===== config.mk =====
export PLATFORM = sky130hd
export DESIGN_NAME = param_rx_flat
export DESIGN_NICKNAME = d
export VERILOG_FILES = /design/src/rtl/param_rx_if.sv /design/src/rtl/param_rx.sv /design/src/flat_wrapper.sv
export SDC_FILE = /design/constraint.sdc
export NUM_CORES = 1
export LEC_CHECK = 0
export CELL_PAD_IN_SITES_DETAIL_PLACEMENT = 0
export CELL_PAD_IN_SITES_GLOBAL_PLACEMENT = 1
export CORE_MARGIN = 5
export CORE_UTILIZATION = 44
export DETAILED_ROUTE_END_ITERATION = 6
export HOLD_SLACK_MARGIN = 0.12
export MAX_ROUTING_LAYER = met4
export PLACE_DENSITY = 0.87
export SKIP_CTS_REPAIR_TIMING = 1
export SYNTH_ARGS = -nofsm -noshare
export SYNTH_HDL_FRONTEND = slang
export SYNTH_SLANG_ARGS = --single-unit

===== constraint.sdc =====
create_clock -name clk -period 6.49 [get_ports clk]
set_input_delay 1.6225 -clock clk [delete_from_list [all_inputs] [get_ports clk]]
set_output_delay 1.6225 -clock clk [all_outputs]
set_load 0.02 [all_outputs]

===== src/rtl/param_rx_if.sv =====
// Parameter bus and UART line between the PC receiver and the pulse generator.
// The receiver takes the slave side; the consumer/driver takes the master side.
interface param_rx_if;
    logic        rxd;
    logic [31:0] per;
    logic [15:0] p1wid;
    logic [15:0] del;
    logic [15:0] p2wid;
    logic [7:0]  nut_w;
    logic [15:0] nut_d;
    logic [7:0]  cp;
    logic [7:0]  p_bl;
    logic [15:0] p_bl_hf;
    logic        bl;
    logic        rx_done;
    logic        frame_err;
    logic        busy;

    modport slave (
        input  rxd,
        output per, p1wid, del, p2wid, nut_w, nut_d,
        output cp, p_bl, p_bl_hf, bl,
        output rx_done, frame_err, busy
    );

    modport master (
        output rxd,
        input  per, p1wid, del, p2wid, nut_w, nut_d,
        input  cp, p_bl, p_bl_hf, bl,
        input  rx_done, frame_err, busy
    );
endinterface


===== src/rtl/param_rx.sv =====
// UART 8N1 receiver plus checksummed 20-byte frame parser that loads the
// pulse-sequence parameter set atomically.
module param_rx #(
    parameter int CLKS_PER_BIT  = 434,
    parameter int TIMEOUT_BYTES = 4
) (
    input  logic      clk,
    input  logic      reset,
    param_rx_if.slave bus
);

    localparam int CW  = $clog2(CLKS_PER_BIT);
    localparam int TMO = TIMEOUT_BYTES * 10 * CLKS_PER_BIT;
    localparam int TW  = $clog2(TMO);

    localparam logic [CW-1:0] HALF = CW'(CLKS_PER_BIT / 2 - 1);
    localparam logic [CW-1:0] FULL = CW'(CLKS_PER_BIT - 1);
    localparam logic [TW-1:0] TLIM = TW'(TMO - 1);

    localparam logic [2:0] R_IDLE  = 3'd0;
    localparam logic [2:0] R_START = 3'd1;
    localparam logic [2:0] R_DATA  = 3'd2;
    localparam logic [2:0] R_STOP  = 3'd3;
    localparam logic [2:0] R_WAIT  = 3'd4;

    localparam logic [1:0] P_HUNT = 2'd0;
    localparam logic [1:0] P_PAY  = 2'd1;
    localparam logic [1:0] P_CHK  = 2'd2;

    logic          rx_s1;
    logic          rx_s2;
    logic [2:0]    rs;
    logic [CW-1:0] cnt;
    logic [2:0]    nbit;
    logic [7:0]    rx_byte;
    logic          byte_valid;
    logic          byte_err;

    logic [1:0]    ps;
    logic [4:0]    idx;
    logic [7:0]    sum;
    logic [TW-1:0] tmo;
    logic [143:0]  shadow;

    always_ff @(posedge clk) begin
        if (reset) begin
            rx_s1      <= 1'b1;
            rx_s2      <= 1'b1;
            rs         <= R_IDLE;
            cnt        <= '0;
            nbit       <= '0;
            rx_byte    <= '0;
            byte_valid <= 1'b0;
            byte_err   <= 1'b0;
        end else begin
            rx_s1      <= bus.rxd;
            rx_s2      <= rx_s1;
            byte_valid <= 1'b0;
            byte_err   <= 1'b0;
            unique case (rs)
                R_IDLE: begin
                    if (!rx_s2) begin
                        rs  <= R_START;
                        cnt <= '0;
                    end
                end
                R_START: begin
                    // Mid start bit: a high line here was only a glitch.
                    if (cnt == HALF) begin
                        cnt  <= '0;
                        nbit <= '0;
                        rs   <= rx_s2 ? R_IDLE : R_DATA;
                    end else begin
                        cnt <= cnt + 1'b1;
                    end
                end
                R_DATA: begin
                    if (cnt == FULL) begin
                        cnt     <= '0;
                        rx_byte <= {rx_s2, rx_byte[7:1]};
                        nbit    <= nbit + 1'b1;
                        if (nbit == 3'd7) rs <= R_STOP;
                    end else begin
                        cnt <= cnt + 1'b1;
                    end
                end
                R_STOP: begin
                    if (cnt == FULL) begin
                        cnt <= '0;
                        if (rx_s2) begin
                            byte_valid <= 1'b1;
                            rs         <= R_IDLE;
                        end else begin
                            byte_err <= 1'b1;
                            rs       <= R_WAIT;
                        end
                    end else begin
                        cnt <= cnt + 1'b1;
                    end
                end
                R_WAIT: begin
                    if (rx_s2) rs <= R_IDLE;
                end
                default: rs <= R_IDLE;
            endcase
        end
    end

    // Payload is shifted in MSB-first, so the first field lands on top.
    always_ff @(posedge clk) begin
        if (byte_valid && ps == P_PAY)
            shadow <= {shadow[135:0], rx_byte};
    end

    always_ff @(posedge clk) begin
        if (reset) begin
            ps            <= P_HUNT;
            idx           <= '0;
            sum           <= '0;
            tmo           <= '0;
            bus.rx_done   <= 1'b0;
            bus.frame_err <= 1'b0;
            bus.per       <= 32'd4000;
            bus.p1wid     <= 16'd30;
            bus.del       <= 16'd200;
            bus.p2wid     <= 16'd60;
            bus.nut_w     <= 8'd0;
            bus.nut_d     <= 16'd0;
            bus.cp        <= 8'd1;
            bus.p_bl      <= 8'd100;
            bus.p_bl_hf   <= 16'd50;
            bus.bl        <= 1'b1;
        end else begin
            bus.rx_done   <= 1'b0;
            bus.frame_err <= 1'b0;
            unique case (ps)
                P_HUNT: begin
                    tmo <= '0;
                    if (byte_valid && rx_byte == 8'hA5) begin
                        ps  <= P_PAY;
                        idx <= '0;
                        sum <= '0;
                    end
                end
                P_PAY, P_CHK: begin
                    if (byte_err || (!byte_valid && tmo == TLIM)) begin
                        bus.frame_err <= 1'b1;
                        ps            <= P_HUNT;
                    end else if (byte_valid) begin
                        tmo <= '0;
                        if (ps == P_PAY) begin
                            sum <= sum + rx_byte;
                            idx <= idx + 1'b1;
                            if (idx == 5'd17) ps <= P_CHK;
                        end else begin
                            ps <= P_HUNT;
                            if (rx_byte == sum) begin
                                {bus.per, bus.p1wid, bus.del,
                                 bus.p2wid, bus.nut_w, bus.nut_d,
                                 bus.cp, bus.p_bl,
                                 bus.p_bl_hf} <= shadow[143:8];
                                bus.bl      <= shadow[0];
                                bus.rx_done <= 1'b1;
                            end else begin
                                bus.frame_err <= 1'b1;
                            end
                        end
                    end else begin
                        tmo <= tmo + 1'b1;
                    end
                end
                default: ps <= P_HUNT;
            endcase
        end
    end

    assign bus.busy = (ps != P_HUNT);

endmodule


===== src/flat_wrapper.sv =====
// flat-port wrapper written by rule: the top's interface ports become plain ports
module param_rx_flat 
#(
    parameter int CLKS_PER_BIT  = 434,
    parameter int TIMEOUT_BYTES = 4
)
  (clk, reset, bus_rxd, bus_per, bus_p1wid, bus_del, bus_p2wid, bus_nut_w, bus_nut_d, bus_cp, bus_p_bl, bus_p_bl_hf, bus_bl, bus_rx_done, bus_frame_err, bus_busy);
  param_rx_if bus_i ();
  input  logic clk;
  input  logic reset;
  input wire logic [$bits(bus_i.rxd)-1:0] bus_rxd;
  output wire logic [$bits(bus_i.per)-1:0] bus_per;
  output wire logic [$bits(bus_i.p1wid)-1:0] bus_p1wid;
  output wire logic [$bits(bus_i.del)-1:0] bus_del;
  output wire logic [$bits(bus_i.p2wid)-1:0] bus_p2wid;
  output wire logic [$bits(bus_i.nut_w)-1:0] bus_nut_w;
  output wire logic [$bits(bus_i.nut_d)-1:0] bus_nut_d;
  output wire logic [$bits(bus_i.cp)-1:0] bus_cp;
  output wire logic [$bits(bus_i.p_bl)-1:0] bus_p_bl;
  output wire logic [$bits(bus_i.p_bl_hf)-1:0] bus_p_bl_hf;
  output wire logic [$bits(bus_i.bl)-1:0] bus_bl;
  output wire logic [$bits(bus_i.rx_done)-1:0] bus_rx_done;
  output wire logic [$bits(bus_i.frame_err)-1:0] bus_frame_err;
  output wire logic [$bits(bus_i.busy)-1:0] bus_busy;
  assign bus_i.rxd = bus_rxd;
  assign bus_per = bus_i.per;
  assign bus_p1wid = bus_i.p1wid;
  assign bus_del = bus_i.del;
  assign bus_p2wid = bus_i.p2wid;
  assign bus_nut_w = bus_i.nut_w;
  assign bus_nut_d = bus_i.nut_d;
  assign bus_cp = bus_i.cp;
  assign bus_p_bl = bus_i.p_bl;
  assign bus_p_bl_hf = bus_i.p_bl_hf;
  assign bus_bl = bus_i.bl;
  assign bus_rx_done = bus_i.rx_done;
  assign bus_frame_err = bus_i.frame_err;
  assign bus_busy = bus_i.busy;
  param_rx #(.CLKS_PER_BIT(CLKS_PER_BIT), .TIMEOUT_BYTES(TIMEOUT_BYTES)) u_core (.clk(clk), .reset(reset), .bus(bus_i));
endmodule

# ---- After elaboration in Yosys (flattened, before gate mapping)
# Index checks and enable logic that the tools add are counted.
dict set report word_totals {
  ff_bits 340
  input_bits 3
  out_inout_bits 140
  elab_cells 127
}
dict set report classes {
  addsub 5
  eq_ne 25
  n_mux 42
  bitwise_logic 6
  n_reduce_logical 24
}
# op count
set ops {}
lappend ops {{$mux W8} 4}
lappend ops {{$mux W15} 2}
lappend ops {{$pmux W15 S2} 1}
lappend ops {{$mux W3} 9}
lappend ops {{$mux W9} 3}
lappend ops {{$pmux W9 S3} 1}
lappend ops {{$mux W5} 4}
lappend ops {{$ne A2 B1 Y1 const B} 8}
lappend ops {{$pmux W8 S2} 1}
lappend ops {{$add A15 B1 Y15 const B} 1}
lappend ops {{$eq A15 B15 Y1 const B} 1}
lappend ops {{$pmux W3 S5} 1}
lappend ops {{$mux W2} 6}
lappend ops {{$pmux W5 S2} 1}
lappend ops {{$reduce_and A5 Y1} 2}
lappend ops {{$add A9 B1 Y9 const B} 1}
lappend ops {{$eq A9 B8 Y1 const B} 1}
lappend ops {{$eq A9 B9 Y1 const B} 1}
lappend ops {{$add A8 B8 Y8} 1}
lappend ops {{$eq A8 B8 Y1} 1}
lappend ops {{$eq A8 B8 Y1 const B} 1}
lappend ops {{$mux W1} 7}
lappend ops {{$eq A3 B2 Y1 const B} 2}
lappend ops {{$eq A3 B3 Y1 const B} 2}
lappend ops {{other kinds (25)} 40}

# ---- Longest topological paths before layout
# Gate-level depths: netlist of the first run.
dict set report logic_depth {
  depth_word 6
  ltp_mapped 9
  mapped_depth_nobuf 8
}

# ---- Least setup slack after synthesis of the first run
# Ideal clock, no wire load.
dict set report synth_path {
  path_type {register -> register}
  start {register u_core.ps[1]}
  end {register u_core.sum[7]}
  setup_time_ps 64
  arrival_ps 5449
  path_slack_ps 977
  stages_incl_launch_ff 7
  n_path_buf 0
  cell_sequence {dfxtp_1 -> inv_1 -> ha_1 -> and2_1 -> o21ai_1 -> or4_1 -> nand4_1}
}
dict set report synth_between {
  elab_chain_len 4
  word_cells_on_any_way 11
  cone_classes {eq/ne: 6; mux: 1; reduce/logical: 4}
}
# item line
set synth_rtl {}
lappend synth_rtl {{start, declared} param_rx.sv:39} ;# logic [1:0] ps;
lappend synth_rtl {{start signal, assigned} param_rx.sv:117} ;# ps <= P_HUNT;
lappend synth_rtl {{start signal, assigned} param_rx.sv:140} ;# ps <= P_PAY;
lappend synth_rtl {{start signal, assigned} param_rx.sv:148} ;# ps <= P_HUNT;
lappend synth_rtl {{$eq A2 B2 Y1 or $eq A2 B1 Y1 (tied branches)} {param_rx.sv:136, param_rx.sv:151}}
lappend synth_rtl {{$reduce_or A2 Y1} param_rx.sv:136} ;# unique case (ps)
lappend synth_rtl {{$ne A2 B1 Y1 (no line), or another cell as far along} -}
lappend synth_rtl {{$reduce_and A5 Y1 (no line)} -}
lappend synth_rtl {{end signal, assigned} param_rx.sv:152} ;# sum <= sum + rx_byte;
lappend synth_rtl {{end, declared} param_rx.sv:41} ;# logic [7:0] sum;
# Several ways; a longest one is shown, not always the timed one.
# A chain may end at the register's enable or synchronous reset.

==> run_results.csv, run 1 <==
group,metric,value,unit
cells_and_area,final_cell_count_no_fill,1651,
clock_tree,cts_tree,"built",
clock_tree,numCtsBuffers,36,
synth,synth_area_per_cell,10.94,µm²
die,core_area,27710,µm²
synth,synth.top_cells.by_area,"edfxtp_1 35%, dfxtp_1 32%, nand2_1 8.8%",
timing,slew_headroom,13.88,%
critical_path,required,6.94,ns
cells_and_area,area_growth,22.75,%
timing,period_minus_slack,3.628,ns
timing,rsz0062_at_grt,"false",
die,fp.dieH,177.1,µm
clock_tree,cts_max_level,2,
critical_path,timing.rr.end,"u_core.bus.nut_d[0]$_SDFFE_PP0P_",
die,pin_count,143,
critical_path,path_class,"input pin to register",
detailed_routing,dr_total_vias,8566,
detailed_routing,viasPerCell,5.188,
synth,synth_top_family_by_area,"simple AND/OR/NAND/NOR gates",
power,finalPower,4248,µW
power,leakagePower,0.005079,µW
clock_tree,clkLatencyLatePin,0.52,ns
detailed_routing,drtPass1Iterations,5,
power,peakVddDrop,199.3,µV
synth,synth_top_cell_by_area,"edfxtp_1",
cells_and_area,layout-drive-gt1-share,6.127,%
placed_design,numPortBuffers,142,
global_routing,grt_max_degree,88,
timing,fin_setup_tns,0,ns
run_status,status,"completed",
synth,yosys_warnings,0,
synth,async_flop_share,0,%
critical_path,rrSetupSlack,3.05,ns
hold_path,min_to,"u_core.rx_s2$_SDFF_PP1_",
placed_design,dpl_cell_area,13930,µm²
global_routing,grt_overflow,0,
timing,fin_hold_ws,0.4115,ns
power,power.density,281.8,nW/µm²
synth,synth_top_area_share,35.21,%
critical_path,crit_fanout,70,
run,maxCapViolCount,0,
detailed_routing,postRouteAntennaNets,0,
synth,muxShareOfSynthArea,1.233,%
cells_and_area,final_area,15080,µm²
placed_design,place.gp.congestion,0.8391,
cells_and_area,fillers,2371,
timing,hold_violations,0,
detailed_routing,first_iter_violations,743,
synth,ys_seq_area_share,67.16,%
synth,synthXorXnorAreaFrac,0.6418,%
timing,setup_viol_count_final,0,
clock_tree,clock-sinks,340,
placed_design,dp_cells,1586,
cells_and_area,diodes,0,
timing,fin_worst_skew,0.02610,ns
synth,synth_area,12280,µm²
placed_design,hpwl,17.35,mm
cells_and_area,fin_nets,1269,
synth,synth_common_cells,"289 x nand2_1, 196 x dfxtp_1, 147 x a21oi_1",
detailed_routing,post_drt_wl_per_cell,16.72,µm
die,num_rows,61,
synth,synthCells,1123,
critical_path,rr_startpoint,"u_core.byte_valid$_SDFF_PP0_",
critical_path,reg2regPathDepth,6,
timing,max_freq,275.6,MHz
synth,synth_cell_types,57,
clock_tree,clock_path_buffers,3,
die,initial_utilization,44.33,%
synth,syn_nets,1146,
critical_path,end_kind,"register",
hold_path,worstHoldPathType,"register to register",
hold_path,worstHoldStart,"u_core.rx_s1$_SDFF_PP1_",
synth,synth-main-ff-cell,"dfxtp_1",
synth,synth.most_common_cell,"nand2_1",
critical_path,critPathArrivalTime,4.08,ns
critical_path,startpoint_type,"input pin",
synth,synth-edff-count,144,
die,die_x,177.1,µm
detailed_routing,wirelength,27.61,mm
clock_tree,cts_root_buffer,"clkbuf_16",
hold_path,hold_path_depth,1,
synth,synth-simple-area-share,16.20,%
detailed_routing,drc,0,
clock_tree,clk_pin_slew,0.06,ns
die,die_area,31350,µm²
global_routing,grt_usage,17.89,%
timing,finalCritPeriodShare,55.90,%
timing,worstMarginPinSlew,1.280,ns
global_routing,grt_first_pass_wirelength,43.95,mm
synth,synthAdderAreaFrac,2.099,%
timing,slew_viol_final,0,
synth,synth-compound-area-share,9.576,%
synth,ys_seq_elements,340,
global_routing,grt_antenna_before_repair,0,
global_routing,grt_pass1_vias,8027,
[kinds of logic after synthesis]
logic type | Yosys count
XOR/XNOR | 9
flip-flops | 340
AND/OR/NAND/NOR | 447
AO/OA/AOI/OAI | 209
multiplexers | 15
adder cells (fa/ha/maj) | 20
buffers and inverters | 83
[routing by layer]
layer	global-route usage, %	vias to the layer above	wire length (µm)
li1	-	4182	-
met1	24.59	4082	12530
met2	27.70	252	12750
met3	3.183	50	1647
met4	4.803	0	673
met5	-	-	0
[stage by stage]
stage	util, %	setup slack, ns
floorplan	-	0.9768
global placement	50.26	2.495
detailed placement	50.26	2.389
CTS	54.41	2.923
global route	54.41	2.644
finish	54.41	2.862
[critical path: stages]
cell      delay [ns]
buf_4           0.30
nand2b_1        0.34
or2_2           0.37
nor4_1          0.98
a41oi_1         0.23
a31oi_1         0.19
[flip-flops by register name, summed over array words and instances (netlist names), 9 cells and up]
name	flops
u_core.bus.del	16
u_core.shadow	144
u_core.bus.p_bl_hf	16
u_core.bus.per	32
u_core.cnt	9
u_core.tmo	15
u_core.bus.p1wid	16
u_core.bus.nut_d	16
u_core.bus.p2wid	16
[power by group]
part,internal [µW],switching (µW),leakage (µW)
clock,1140,825,0.000570
combinational,15.4,49.8,0.00163
sequential,2210,3.52,0.00288
[placed cells by master, fill, tap and decap left out, types with 3 or more instances in the layout]
cell | Yosys | final
buf_4 | 14 | 7
clkbuf_1 | 40 | 6
clkbuf_16 | 0 | 37
ha_1 | 19 | 19
and2_1 | 4 | 3
nand2_1 | 289 | 289
nor3b_1 | 4 | 4
o21ai_0 | 19 | 19
xnor2_1 | 4 | 4
xor2_1 | 5 | 5
o31ai_1 | 7 | 7
or2_2 | 5 | 5
nor3_1 | 9 | 9
a21boi_0 | 3 | 3
nor2b_1 | 6 | 6
nand4_1 | 17 | 17
a311oi_1 | 4 | 4
inv_1 | 19 | 19
edfxtp_1 | 144 | 144
and3_1 | 3 | 3
o211ai_1 | 3 | 3
nor4_1 | 5 | 4
nand2b_1 | 4 | 4
o21a_1 | 4 | 4
nor2_1 | 32 | 32
or3_1 | 6 | 6
a21oi_1 | 147 | 147
mux2i_1 | 14 | 14
or4_1 | 8 | 7
clkinv_2 | 0 | 10
clkdlybuf4s50_1 | 0 | 141
dfxtp_1 | 196 | 196
clkbuf_8 | 0 | 4
nand3_1 | 45 | 45
[area by class of cell]
type / instances / area, µm² / share of cell area [%]
clock buffer: 47 / 1003 / 6.656
clock inverter: 18 / 146.4 / 0.9710
inverter: 20 / 75.07 / 0.4980
multi-input combinational: 700 / 3666 / 24.32
sequential: 340 / 8248 / 54.71
tap: 378 / 473.0 / 3.137
timing repair buffer: 148 / 1464 / 9.710
[worst max-delay path by stage]
stage	depth (start not counted)	slack (ns)	from	to
after floorplan	6	0.98	u_core.ps[1]$_SDFFE_PP0P_	u_core.sum[7]$_SDFFE_PP0P_
final	6	2.86	reset	u_core.tmo[13]$_SDFFE_PP0P_
after detailed placement	6	2.39	reset	u_core.tmo[13]$_SDFFE_PP0P_
after global placement	6	2.50	reset	u_core.tmo[13]$_SDFFE_PP0P_
after CTS	4	2.92	u_core.ps[0]$_SDFFE_PP0P_	bus_busy
after global routing	6	2.64	reset	u_core.tmo[11]$_SDFFE_PP0P_
(Power assumes the default switching activity.)
==> run 2: changes to the inputs <==
clock period = 3.4 ns   (was 6.49 ns; I/O delays follow)
==> run 2 against run 1 <==
  * First-iteration DRC count down 6.7%
  * Critical path depth up 1
  * Global-route usage about the same
  * Non-clock buffer count up 9
  * Cell count up 0.48%
  * Count of clock-buffer cells in the layout up 5
  * Die area unchanged
  * Total power up 92%
  * Worst hold slack worse by 0.0014 ns
  * Design area up 0.56%
  * Clock skew down 0.015 ns
==> run_results.csv, run 2 (synthesized netlist as in run 1, its figures left out) <==
group,metric,value,unit
timing,worstMarginPinSlew,1.095,ns
die,num_rows,61,
critical_path,required,3.77,ns
placed_design,place.gp.congestion,0.8860,
clock_tree,cts_max_level,2,
critical_path,path_class,"register to register",
placed_design,numPortBuffers,142,
cells_and_area,area_growth,23.44,%
timing,fin_setup_tns,0,ns
timing,fin_worst_skew,0.01128,ns
power,power.density,536.6,nW/µm²
timing,slew_viol_final,0,
cells_and_area,layout-drive-gt1-share,6.245,%
run,maxCapViolCount,0,
critical_path,path_cells,"ha_1, nor4_1, nand3_1, or4_4, buf_4, nand2_1, nand3_1",
timing,fin_hold_ws,0.4101,ns
timing,period_minus_slack,2.791,ns
global_routing,grt_first_pass_wirelength,44.10,mm
global_routing,grt_usage,17.88,%
global_routing,grt_overflow,0,
die,core_area,27710,µm²
detailed_routing,viasPerCell,5.210,
cells_and_area,most-common-layout-cells,"289 x nand2_1, 196 x dfxtp_1, 147 x a21oi_1, 144 x edfxtp_1, 141 x clkdlybuf4s50_1",
die,initial_utilization,44.33,%
cells_and_area,largest_reg_flops,144,
power,peakVddDrop,275.8,µV
timing,rsz0062_at_grt,"false",
critical_path,rrSetupSlack,0.61,ns
timing,finalCritPeriodShare,82.08,%
clock_tree,clock-sinks,340,
detailed_routing,wirelength,27.90,mm
detailed_routing,postRouteAntennaNets,0,
timing,setup_viol_count_final,0,
critical_path,critPathArrivalTime,3.16,ns
cells_and_area,reg_top3,"u_core.shadow x144, u_core.bus.per x32",
critical_path,startpoint,"u_core.rx_byte[3]$_SDFFE_PP0P_",
global_routing,grt_pass1_vias,8314,
clock_tree,clock_path_buffers,3,
hold_path,worstHoldPathType,"register to register",
die,die_area,31350,µm²
clock_tree,clk_pin_slew,0.06,ns
cells_and_area,layout_commonest_cell,"nand2_1",
critical_path,crit_fanout,46,
clock_tree,cts_root_buffer,"clkbuf_16",
critical_path,end_kind,"register",
critical_path,max_stage_delay,0.80,ns
timing,hold_violations,0,
power,leakagePower,0.005126,µW
detailed_routing,drc,0,
clock_tree,numCtsBuffers,36,
placed_design,hpwl,17.86,mm
critical_path,startpoint_type,"register",
cells_and_area,fillers,2386,
clock_tree,clkLatencyLatePin,0.50,ns
hold_path,worstHoldStart,"u_core.rx_s1$_SDFF_PP1_",
run_status,status,"completed",
critical_path,rr_startpoint,"u_core.rx_byte[3]$_SDFFE_PP0P_",
clock_tree,cts_tree,"built",
global_routing,grt_max_degree,138,
timing,max_freq,358.3,MHz
die,pin_count,143,
global_routing,grt_antenna_before_repair,0,
detailed_routing,drtPass1Iterations,5,
critical_path,crit_path_frequent_cell,"nand3_1",
critical_path,crit_slowest_cell,"or4_4",
detailed_routing,first_iter_violations,693,
detailed_routing,dr_total_vias,8643,
cells_and_area,diodes,0,
detailed_routing,post_drt_wl_per_cell,16.81,µm
timing,slew_headroom,26.26,%
die,fp.dieH,177.1,µm
die,die_x,177.1,µm
cells_and_area,fin_nets,1278,
cells_and_area,largest_register,"u_core.shadow",
## run 2: where the power goes
part,total [µW],internal (µW),switching (µW)
combinational,132,34.2,98.2
sequential,4230,4220,6.27
clock,3770,2260,1510
## run 2: routing by layer
metal,track usage [%],share of wire (%),up-vias
met4,3.740,1.4,0
met3,3.418,5.6,29
met5,-,0,-
met1,23.79,45,4187
met2,28.91,48,242
li1,-,-,4185
## run 2: final timing paths
kind                               endpoint  cells past startpoint
min reg2reg         u_core.rx_s2$_SDFF_PP1_                      1
max          u_core.bus.per[9]$_SDFFE_PP1P_                      7
min                 u_core.rx_s2$_SDFF_PP1_                      1
max reg2reg  u_core.bus.per[9]$_SDFFE_PP1P_                      7
## run 2: through the flow
| step | utilization [%] | total power [µW] | setup slack, ns | std cells | instance area (µm²) |
|---|---|---|---|---|---|
| 2_1_floorplan | - | 4407 | 0.6529 | 1123 | 12280 |
| 3_3_place_gp | 50.60 | 4448 | 0.6904 | 1595 | 14020 |
| 3_5_place_dp | 50.60 | 4450 | 0.6041 | 1595 | 14020 |
| 4_1_cts | 54.72 | 8226 | 0.6003 | 1659 | 15160 |
| 5_1_grt | 54.72 | 8417 | 0.3699 | 1659 | 15160 |
| 6_report | 54.72 | 8135 | 0.6093 | 1659 | 15160 |
## run 2: layout make-up
type	instances	area, µm²	share of cell area (%)
Sequential cell	340	8248	54.40
Multi-Input combinational cell	700	3666	24.18
Inverter	20	75.07	0.4952
Tap cell	378	473.0	3.120
Clock inverter	12	110.1	0.7263
Clock buffer	52	1032	6.809
Timing Repair Buffer	157	1556	10.27
## run 2: worst max-delay path, delay by kind of cell, from the launching register on
| family | cells | cell delay [ns] |
|---|---|---|
| adders and majority gates | 1 | 0.37 |
| DFF | 1 | 0.34 |
| buffers and inverters | 1 | 0.36 |
| and+or+nand+nor | 5 | 1.57 |
==> run 3: changes to the inputs <==
clock period = 2.67 ns   (was 3.4 ns; I/O delays follow)
==> run 3 against run 2 <==
  * Setup slack got worse by 0.50 ns
  * Flip-flop and latch count did not move
  * Global-route usage is 0.35 points higher
==> run_results.csv, run 3 (synthesized netlist as in run 1, its figures left out) <==
group,metric,value,unit
run_status,status,"completed",
detailed_routing,wirelength,28.32,mm
clock_tree,clock_path_buffers,3,
timing,setup_viol_count_final,0,
die,die_area,31350,µm²
critical_path,crit_fanout,4,
global_routing,grt_max_degree,100,
timing,worst_slack,0.1091,ns
global_routing,grt_usage,18.23,%
power,clkPwrFrac,50.2,%
clock_tree,clock-sinks,340,
global_routing,grt_antenna_before_repair,0,
run,maxCapViolCount,0,
critical_path,path_class,"register to output pin",
die,die_x,177.1,µm
global_routing,grt_overflow,0,
power,peakVddDrop,394.5,µV
power,seq_power_share,48.3,%
detailed_routing,drc,0,
cells_and_area,largest_register,"u_core.shadow",
clock_tree,cts_tree,"built",
die,fp.dieH,177.1,µm
critical_path,end_kind,"output pin",
cells_and_area,diodes,0,
critical_path,reg2regPathDepth,7,
timing,slew_headroom,33.67,%
critical_path,required,2.00,ns
placed_design,preCtsSetupSlack,0.08842,ns
clock_tree,clkLatencyLatePin,0.51,ns
global_routing,grt_first_pass_wirelength,45.13,mm
hold_path,worstHoldPathType,"register to register",
power,leakagePower,0.005293,µW
detailed_routing,drtPass1Iterations,5,
timing,hold_violations,0,
timing,worstMarginPinSlew,0.9845,ns
timing,finalCritPeriodShare,95.92,%
timing,max_freq,390.5,MHz
detailed_routing,postRouteAntennaNets,0,
placed_design,numPortBuffers,142,
cells_and_area,layout_commonest_cell,"nand2_1",
die,initial_utilization,44.33,%
detailed_routing,viasPerCell,5.173,
timing,period_minus_slack,2.561,ns
critical_path,startpoint_type,"register",
die,pin_count,143,
cells_and_area,fin_nets,1292,
timing,slew_viol_final,0,
placed_design,place.gp.congestion,0.8181,
cells_and_area,most-common-layout-cells,"289 x nand2_1, 196 x dfxtp_1, 147 x a21oi_1, 144 x edfxtp_1, 141 x clkdlybuf4s50_1",
detailed_routing,first_iter_violations,611,
detailed_routing,post_drt_wl_per_cell,16.91,µm
clock_tree,cts_root_buffer,"clkbuf_16",
power,cell_internal_pwr,8945,µW
timing,fin_worst_skew,0.01305,ns
critical_path,timing.rr.end,"u_core.bus.p_bl_hf[3]$_SDFFE_PP0P_",
power,power_switching,2214,µW
critical_path,critPathArrivalTime,1.89,ns
cells_and_area,largest_reg_flops,144,
clock_tree,cts_max_level,2,
cells_and_area,layout-drive-gt1-share,8.327,%
critical_path,rrSetupSlack,0.16,ns
global_routing,grt_pass1_vias,8489,
detailed_routing,dr_total_vias,8665,
clock_tree,clk_pin_slew,0.06,ns
critical_path,rr_startpoint,"u_core.rx_byte[2]$_SDFFE_PP0P_",
placed_design,hpwl,18.12,mm
power,p_sw_share,19.84,%
timing,rsz0062_at_grt,"false",
cells_and_area,area_growth,26.54,%
critical_path,critPathCapture,"bus_busy",
power,power.density,718.0,nW/µm²
power,combPwrFrac,1.6,%
timing,fin_setup_tns,0,ns
cells_and_area,reg_top3,"u_core.shadow x144, u_core.bus.per x32",
clock_tree,numCtsBuffers,37,
die,num_rows,61,
die,core_area,27710,µm²
critical_path,startpoint,"u_core.ps[0]$_SDFFE_PP0P_",
-- run 3: cell count changes in the layout (fill, tap and decap cells not counted), moves of 2 or more --
| cell | previous run | this run |
|---|---|---|
| buf_4 | 14 | 23 |
| clkbuf_1 | 10 | 2 |
| bufinv_16 | 2 | 9 |
| clkinvlp_4 | 0 | 6 |
| buf_12 | 2 | 6 |
| clkbuf_8 | 5 | 1 |
| clkinv_1 | 4 | 2 |
| clkinv_2 | 6 | 8 |
-- run 3: power by group through the flow --
| stage | Clock (µW) | Combinational [µW] | Sequential (µW) |
|---|---|---|---|
| finish | 5600 | 174 | 5390 |
| global route | 5950 | 191 | 5380 |
| CTS | 5720 | 173 | 5380 |
| detailed placement | 0 | 172 | 5500 |
| global placement | 0 | 172 | 5500 |
| floorplan | 0 | 117 | 5500 |
-- run 3: area by class of cell --
type,instances,area (µm²)
flip-flops and latches,340,8248
multi-input cells,700,3685
clock inverters,26,384.1
repair buffers,170,1704
fillers,2343,12160
clock buffers,41,972.2
well taps,378,473.0
inverters,20,75.07
-- run 3: metrics by stage --
stage / power (µW) / hold WS (ns) / util, % / instance area (µm²) / instances
floorplan: 5613 / 0.3895 / - / 12290 / 1123
global placement: 5671 / 0.4032 / 51.14 / 14170 / 1608
detailed placement: 5671 / 0.4045 / 51.14 / 14170 / 1608
CTS: 11280 / 0.4190 / 56.04 / 15530 / 1675
global route: 11530 / 0.4323 / 56.09 / 15540 / 1675
finish: 11160 / 0.4208 / 56.09 / 15540 / 1675
-- run 3: layer usage --
layer / vias up / part of all wire, % / GRT usage [%]
li1: 4207 / - / -
met1: 4192 / 45 / 24.35
met2: 227 / 48 / 29.13
met3: 39 / 5.2 / 3.119
met4: 0 / 2.1 / 4.868
met5: - / 0 / -
-- run 3: how the worst min path moves through the flow --
stage / cells after the start / slack, ns / end / from
2_1_floorplan: 1 / 0.39 / u_core.rx_s2$_SDFF_PP1_ / u_core.rx_s1$_SDFF_PP1_
3_3_place_gp: 0 / 0.40 / u_core.shadow[12]$_DFFE_PP_ / u_core.shadow[4]$_DFFE_PP_
3_5_place_dp: 0 / 0.40 / u_core.shadow[9]$_DFFE_PP_ / u_core.shadow[1]$_DFFE_PP_
4_1_cts: 0 / 0.42 / u_core.shadow[9]$_DFFE_PP_ / u_core.shadow[1]$_DFFE_PP_
5_1_grt: 0 / 0.43 / u_core.shadow[9]$_DFFE_PP_ / u_core.shadow[1]$_DFFE_PP_
6_report: 0 / 0.42 / u_core.shadow[9]$_DFFE_PP_ / u_core.shadow[1]$_DFFE_PP_
-- run 3: worst max-delay path, stage by stage, from the launching register on --
cell and delay [ns]:
dfxtp_1 0.38, inv_1 0.08, ha_1 0.26, inv_1 0.07, clkdlybuf4s50_1 0.60
